### src/rtl/seg_pkg.sv
// seg_pkg: active-low seven-segment constants and hex lookup table
package seg_pkg;
  localparam logic [6:0] SEG_0 = 7'h40;
  localparam logic [6:0] SEG_1 = 7'h79;
  localparam logic [6:0] SEG_2 = 7'h24;
  localparam logic [6:0] SEG_3 = 7'h30;
  localparam logic [6:0] SEG_4 = 7'h19;
  localparam logic [6:0] SEG_5 = 7'h12;
  localparam logic [6:0] SEG_6 = 7'h02;
  localparam logic [6:0] SEG_7 = 7'h78;
  localparam logic [6:0] SEG_8 = 7'h00;
  localparam logic [6:0] SEG_9 = 7'h10;
  localparam logic [6:0] SEG_A = 7'h08;
  localparam logic [6:0] SEG_B = 7'h03;
  localparam logic [6:0] SEG_C = 7'h46;
  localparam logic [6:0] SEG_D = 7'h21;
  localparam logic [6:0] SEG_E = 7'h06;
  localparam logic [6:0] SEG_F = 7'h0E;
  localparam logic [6:0] SEG_OFF = 7'h7F;
  localparam logic [6:0] HEX_LUT [16] = '{SEG_0, SEG_1, SEG_2, SEG_3, SEG_4, SEG_5, SEG_6, SEG_7,
                                          SEG_8, SEG_9, SEG_A, SEG_B, SEG_C, SEG_D, SEG_E, SEG_F};
endpackage

### src/rtl/hex7seg_dec.sv
// hex7seg_dec: combinational nibble to active-low {g..a} segment decoder
module hex7seg_dec
  import seg_pkg::*;
(
  input  logic [3:0] nib_i,
  output logic [6:0] seg_o
);
  assign seg_o = HEX_LUT[nib_i];
endmodule

### src/rtl/seg_pwm_scanner.sv
// seg_pwm_scanner: multiplexed hex display with leading-zero/anti-ghost blanking and glitch-free PWM
module seg_pwm_scanner
  import seg_pkg::*;
#(
  parameter int DATA_W = 8,
  parameter int SCAN_DIV = 100000,
  parameter int BLANK_CYC = 1000,
  parameter int PWM_W = 8,
  parameter int PWM_DIV = 1,
  localparam int DIGITS = DATA_W / 4
) (
  input  logic              sys_clk_pin,
  input  logic              rst,
  input  logic [DATA_W-1:0] value,
  input  logic              load,
  input  logic [DIGITS-1:0] dp,
  input  logic              lz_blank,
  output logic [7:0]        seg,
  output logic [DIGITS-1:0] an,
  output logic              pwm,
  output logic              frame_tick
);
  localparam int IDX_W = DIGITS > 1 ? $clog2(DIGITS) : 1;
  localparam int CNT_W = $clog2(SCAN_DIV);
  localparam int PRE_W = PWM_DIV > 1 ? $clog2(PWM_DIV) : 1;

  logic [DATA_W-1:0] val_q;
  logic [DIGITS-1:0] dp_q, an_q, an_d;
  logic              lz_q, pwm_q, pwm_d;
  logic [IDX_W-1:0]  idx_q, idx_d;
  logic [CNT_W-1:0]  cnt_q, cnt_d;
  logic [PRE_W-1:0]  pre_q, pre_d;
  logic [PWM_W-1:0]  pcnt_q, pcnt_d, duty_q, duty_d;
  logic [7:0]        seg_q, seg_d;
  logic [3:0]        nib;
  logic [6:0]        dec;
  logic              cnt_end, blank, lz_hide, step;

  hex7seg_dec u_dec (.nib_i(nib), .seg_o(dec));

  always_comb begin
    cnt_end = cnt_q == CNT_W'(SCAN_DIV - 1);
    cnt_d = cnt_end ? '0 : cnt_q + 1'b1;
    idx_d = !cnt_end ? idx_q : idx_q == IDX_W'(DIGITS - 1) ? '0 : idx_q + 1'b1;
    nib = 4'(val_q >> {idx_q, 2'b00});
    // a digit hides only when it and every more-significant nibble are zero
    lz_hide = lz_q && idx_q != '0 && (val_q >> {idx_q, 2'b00}) == '0;
    blank = cnt_q < CNT_W'(BLANK_CYC);
    seg_d = blank ? 8'hFF : {~dp_q[idx_q], lz_hide ? SEG_OFF : dec};
    an_d = blank ? '1 : ~(DIGITS'(1) << idx_q);
    step = pre_q == PRE_W'(PWM_DIV - 1);
    pre_d = step ? '0 : pre_q + 1'b1;
    pcnt_d = step ? pcnt_q + 1'b1 : pcnt_q;
    // duty only changes at the period boundary so a period is never cut short
    duty_d = step && pcnt_q == '1 ? val_q[DATA_W-1 -: PWM_W] : duty_q;
    pwm_d = pcnt_q < duty_q;
  end

  always_ff @(posedge sys_clk_pin) begin
    if (rst) begin
      val_q <= '0;
      dp_q <= '0;
      lz_q <= 1'b0;
      idx_q <= '0;
      cnt_q <= '0;
      pre_q <= '0;
      pcnt_q <= '0;
      duty_q <= '0;
      seg_q <= 8'hFF;
      an_q <= '1;
      pwm_q <= 1'b0;
    end else begin
      if (load) begin
        val_q <= value;
        dp_q <= dp;
        lz_q <= lz_blank;
      end
      idx_q <= idx_d;
      cnt_q <= cnt_d;
      pre_q <= pre_d;
      pcnt_q <= pcnt_d;
      duty_q <= duty_d;
      seg_q <= seg_d;
      an_q <= an_d;
      pwm_q <= pwm_d;
    end
  end

  assign seg = seg_q;
  assign an = an_q;
  assign pwm = pwm_q;
  assign frame_tick = cnt_end && idx_q == IDX_W'(DIGITS - 1);
endmodule

### config.mk
export PLATFORM = sky130hd
export DESIGN_NAME = seg_pwm_scanner
export DESIGN_NICKNAME = d
export VERILOG_FILES = /design/src/rtl/seg_pkg.sv /design/src/rtl/hex7seg_dec.sv /design/src/rtl/seg_pwm_scanner.sv
export SDC_FILE = /design/constraint.sdc
export NUM_CORES = 1
export LEC_CHECK = 0
export ABC_CLOCK_PERIOD_IN_PS = 1700
export BUFFER_PORTS_ARGS = -buffer_cell sky130_fd_sc_hd__buf_2
export CAP_MARGIN = 40
export CORE_ASPECT_RATIO = 1.1
export CORE_UTILIZATION = 31
export DETAILED_ROUTE_END_ITERATION = 7
export HOLD_SLACK_MARGIN = 0.12
export SYNTH_ARGS = -nofsm -noshare
export SYNTH_HDL_FRONTEND = slang
export SYNTH_HIERARCHICAL = 1
export SYNTH_SLANG_ARGS = --single-unit
### constraint.sdc
create_clock -name sys_clk_pin -period 1.7 [get_ports sys_clk_pin]
set_input_delay 0.085 -clock sys_clk_pin [delete_from_list [all_inputs] [get_ports sys_clk_pin]]
set_output_delay 0.085 -clock sys_clk_pin [all_outputs]
set_load 0.02 [all_outputs]
# Word level (Yosys, flattened, before mapping)
# Memories as Yosys holds them, arrays and structs flattened. A register that Yosys moved wholly into a read port is not among the register bits.
# Index checks and enable logic that the tools add are counted.
# totals
register_bits,50
mem_bits_ro,112
in_bits,14
output_inout_bits,12
elab_cells,39
memories,1
# classes
add_sub_neg,4
n_lt_le_gt_ge,3
eq_ne,2
shifts,2
n_mux,3
bitwise,4
n_reduce_logical,9
# memory_table
memory,depth,width,rd,rd_ports_with_merged_regs,wr,line_no,text
(no name shown),16,7,1,1,0,hex7seg_dec.sv:8,assign seg_o = HEX_LUT[nib_i];
# op_table
op,n
$add 17x1->17 const B,1
$eq 17x17->1 const B,1
$lt 17x10->1 const B,1
$add 8x1->8 const B,1
$eq 8x8->1 const B,1
$logic_not 8->1,1
$lt 8x8->1,1
$shr 8x3->8,1
$reduce_or 2->1,3
$not 4->5,1
$logic_and 1x1->1,4
$mux 1,3
$reduce_or 3->1,1
$add 1x1->1 const B,2
$lt 1x2->1 const B,1
$not 1->1,2
$not 2->2,1
$shl 1x1->2 const A,1

# Depth between registers and ports, before layout
# depth
word_depth,4
depth_mapped,8
ltp_nobuf,7

# Hierarchy
# The synthesis kept the hierarchy.
# by_module_without_submodules
module,n_inst,cells_each,area_per_inst_um2,seq_area_each_um2
seg_pwm_scanner,1,253,2418.6,1141.1
hex7seg_dec,1,36,256.5,0.0

# Worst setup path after synthesis
# Ideal clock, no wire load.
# synth_timing
path_kind,register to register
from,reg idx_q
to,reg seg_q[3] (netlist: seg[3])
arrival_time_ns,1.655
required_time_ns,1.577
setup_slack_ns,-0.078
stages_incl_launch_ff,8
synth_period_minus_slack_ns,1.778
cell_sequence,dfxtp_1 -> buf_4 -> mux2_2 -> ha_1 -> or2_1 -> a21oi_1 -> a31oi_1 -> or2_2
# synth_between
elab_chain_len,4
# synth_rtl
item,line_no,text
from (decl),seg_pwm_scanner.sv:30,"logic [IDX_W-1:0] idx_q, idx_d;"
from (signal assigned),seg_pwm_scanner.sv:78,idx_q <= idx_d;
$shr 8x3->8 *,seg_pwm_scanner.sv:47,"lz_hide = lz_q && idx_q != '0 && (val_q >> {idx_q, 2'b00}) == '0;"
named net nib[0],seg_pwm_scanner.sv:35,logic [3:0] nib;
$logic_not 8->1,seg_pwm_scanner.sv:47,
$logic_and 1x1->1,seg_pwm_scanner.sv:47,
$reduce_or 3->1 (no source line),n/a,
to (decl),seg_pwm_scanner.sv:34,"logic [7:0] seg_q, seg_d;"
# Mark *: on every way through the listed nets, which the timed path passes. The rest lies on a longest branch.
# A chain may end at the register's enable or synchronous reset.

# Worst setup path in the final report
# layout_timing
from,reg cnt_q[11]
to,out frame_tick
# layout_between
elab_chain_len,2
# layout_rtl
item,line_no,text
from (decl),seg_pwm_scanner.sv:31,"logic [CNT_W-1:0] cnt_q, cnt_d;"
from (signal assigned),seg_pwm_scanner.sv:79,cnt_q <= cnt_d;
$eq 17x17->1,seg_pwm_scanner.sv:42,cnt_end = cnt_q == CNT_W'(SCAN_DIV - 1);
$logic_and 1x1->1,seg_pwm_scanner.sv:92,assign frame_tick = cnt_end && idx_q == IDX_W'(DIGITS - 1);
to (decl),seg_pwm_scanner.sv:21,output logic frame_tick
# Every way passes these cells.

==> impl_metrics.yaml <==
cts:
  tritoncts: "yes"
  worst_setup_hold_path_clk_slew_ns: 0.06
  cts_max_path_buffers: 2
  clk-insertion-delay-late_ns: 0.33
  cts_root_buffer: "sky130_fd_sc_hd__clkbuf_8"
  cts.sinks: 57
  cts-htree-levels: 3
  tritoncts.num_buffers: 9
synthesis:
  synth_edf_count: 0
  syn-instance-count: 289
  ys_types: 53
  ys_seq_elements: 57
  synth_nets: 319
  async_flop_share_pct: 0
  synth.yosys.seq_area_share_pct: 42.7
  synth_flop_cell: "sky130_fd_sc_hd__dfxtp_1"
  netlist.area_leader.share_pct: 42.7
  synthMostInstantiatedCell: "sky130_fd_sc_hd__dfxtp_1"
  ys_top_cells_by_area: "sky130_fd_sc_hd__dfxtp_1 (43%), sky130_fd_sc_hd__mux2i_1 (7.9%), sky130_fd_sc_hd__ha_1 (7.5%)"
  syn_area_sq_um: 2680
  netlist_top_cells_count: "sky130_fd_sc_hd__dfxtp_1 (57), sky130_fd_sc_hd__nor2_1 (44), sky130_fd_sc_hd__mux2i_1 (21)"
  post_synth.cell_area_avg_sq_um: 9.26
  synthesis_warning_total: 6
  largest_area_contributor_in_the_synthesized_netlist: "sky130_fd_sc_hd__dfxtp_1"
grt:
  grt_start_max_net_pins: 30
  antenna_found_initial: 0
  global_route_wire_length_before_repair_microns: 9600
  gr-total-overflow: 0
  number_of_global_route_vias_before_repair: 2117
  use_met1_pct: 16.3
  groute.layer.met2.usage_pct: 22.8
  met3_global_route_usage_pct: 3.52
  grt.busiest_layer: "met2"
  gr-usage-all-layers_pct: 13.5
finish:
  postLayoutCellArea_sq_um: 3600
  diodes: 0
  postLayoutCoreUtil_pct: 43.1
  count_of_placed_standard_cells_in_the_final_layout_fillers_left_out: 467
  final_net_count: 382
  layout-area-overhead-vs-synth_pct: 34.7
  layout-drive-gt1-share_pct: 31.2
timing:
  worst_clock_skew_ns: 0.00759
  max_slew_violations: 0
  fin_crit_sh_pct: 101
  finalHoldViolations: 0
  final_min_period_ns: 1.71
  setup_tns_ns: -0.0147
  peak_clock_frequency_supported_by_timing_mhz: 583
  grt_setup_unrepaired: "true"
  timing.final.ws_setup_ns: -0.0147
  setup_viol: 1
worst_setup_path:
  timing.critical_path.arrival_ns: 1.63
  worst_ep_required_time_ns: 1.62
  worst-setup-path-type: "reg -> out"
  timing.critical_path.fanout_max: 3
  timing.critical_path.to_type: "primary output"
  startpoint_type: "flip-flop"
  timing.critical_path.from: "cnt_q[11]"
  timing.rr.start: "cnt_q[11]"
run:
  drv.max_cap_violation_count: 0
floorplan:
  coreArea_sq_um: 8360
  start_util_pct: 32.0
  number_of_top_level_design_ports: 26
  die-area_sq_um: 9000
  placement_rows: 35
  chip_width_microns: 90.6
  die_height_microns: 99.4
power:
  p_leak_nw: 1.39
  max-vdd-ir-drop_mv: 0.445
  cellPowerDensity_nw_per_um2: 857
status:
  status: "complete, but fails checks"
  violations_in_the_final_reports: "negative setup slack"
detailed_routing:
  first_iter_violations: 53
  dr.pass1.iters: 4
  wl_per_cell_microns: 12.1
  drc: 0
  postRouteWirelength_microns: 5650
  route.detailed.vias_per_inst: 4.63
  drtAntennaViolNets: 0
  routed-via-count: 2162
place:
  port_buffers: 25
  dp_worst_setup_slack_ns: -0.151
  place_inst: 436
  dp.final_hpwl_microns: 3940
  dpl-instance-area_sq_um: 3060
  weighted_congestion_at_the_end_of_routability_driven_global_placement: 0.797
hold_path:
  hold_path.startpoint: "rst"
  timing.hold.worst.class: "in -> reg"
critical path: stages, from the launching register on:
cell	delay, ns
sky130_fd_sc_hd__dfxtp_4	0.36
sky130_fd_sc_hd__nor4_4	0.32
sky130_fd_sc_hd__nand4b_1	0.23
sky130_fd_sc_hd__nor3_4	0.25
sky130_fd_sc_hd__buf_6	0.15
cell families after synthesis:
family	after synthesis	share of synthesized area (%)
simple gates	112	21.3
flops	57	42.7
compound gates	31	7.62
mux	27	10.4
buf+inv	27	4.49
xor+xnor	18	5.89
fa+ha+maj	16	7.48
other cells	1	0.140
final timing paths:
path,end,slack (ns),cells after the start
worst max register to register,cnt_q[15],0.01,5
worst min register to register,duty_q[1],0.49,2
worst min-delay path,seg[5],0.23,4
worst max-delay path,frame_tick,-0.01,4
layout make-up:
class	count	area (sq um)
clock buffers	13	169
clock inverters	2	60.1
fillers	805	4760
inverters	17	63.8
multi-input cells	205	1570
flip-flops and latches	57	1160
well taps	111	139
repair buffers	62	448
per-stage QoR:
step | hold WS, ns | total power [mW]
floorplan | 0.232 | 1.55
global placement | 0.325 | 1.62
detailed placement | 0.336 | 1.63
CTS | 0.214 | 3.12
global route | 0.237 | 3.23
finish | 0.225 | 3.09
state kept, by name, summed over array words and instances, names as in the netlist:
name,flops
lz_q,1
pwm,1
val_q,8
pcnt_q,8
idx_q,1
dp_q,2
cnt_q,17
pre_q,1
an,2
duty_q,8
seg,8
cells in the final DEF (no fill, tap or decap), types with 3 or more instances in the layout:
cell,instances
sky130_fd_sc_hd__o21a_1,3
sky130_fd_sc_hd__ha_1,14
sky130_fd_sc_hd__dfxtp_4,3
sky130_fd_sc_hd__nor3_1,4
sky130_fd_sc_hd__dfxtp_2,4
sky130_fd_sc_hd__nand3_1,7
sky130_fd_sc_hd__dlygate4sd3_1,11
sky130_fd_sc_hd__xnor2_1,13
sky130_fd_sc_hd__or2_2,5
sky130_fd_sc_hd__nand2_1,14
sky130_fd_sc_hd__buf_6,4
sky130_fd_sc_hd__nand4b_1,3
sky130_fd_sc_hd__nor4_1,4
sky130_fd_sc_hd__buf_4,23
sky130_fd_sc_hd__o21ai_1,5
sky130_fd_sc_hd__nand4_1,6
sky130_fd_sc_hd__dfxtp_1,50
sky130_fd_sc_hd__or3_1,4
sky130_fd_sc_hd__clkbuf_8,12
sky130_fd_sc_hd__mux2i_1,21
sky130_fd_sc_hd__or2_4,3
sky130_fd_sc_hd__nor2_1,41
sky130_fd_sc_hd__o21ai_0,5
sky130_fd_sc_hd__mux2_2,3
sky130_fd_sc_hd__inv_1,14
sky130_fd_sc_hd__xor2_1,5
sky130_fd_sc_hd__a21oi_2,3
sky130_fd_sc_hd__nand2b_1,3
sky130_fd_sc_hd__buf_2,24
sky130_fd_sc_hd__inv_2,3
sky130_fd_sc_hd__a21oi_1,3
where the power goes:
part           switching, mW  internal, mW
Clock                  0.520         0.939
Sequential            0.0229          1.36
Combinational          0.119         0.127
metal layers:
metal  wire [microns]  vias to the layer above  part of all wire, %
met3              167                        6                  3.0
li1                 -                     1114                    -
met5                0                        -                    0
met2             2710                       35                   48
met4               94                        0                  1.7
met1             2670                     1007                   47
what timing repair did:
| item | 4_1_cts | 5_1_grt |
|---|---|---|
| hold buffers | 11 | 0 |
| pin swaps | 3 | 15 |
| endpoints found under the hold margin | 11 | 0 |
| resized for setup | 15 | 29 |
| cloned | 0 | 1 |
| setup endpoints to repair | 8 | 22 |
| buffers inserted | 2 | 3 |
(Power assumes the default switching activity.)
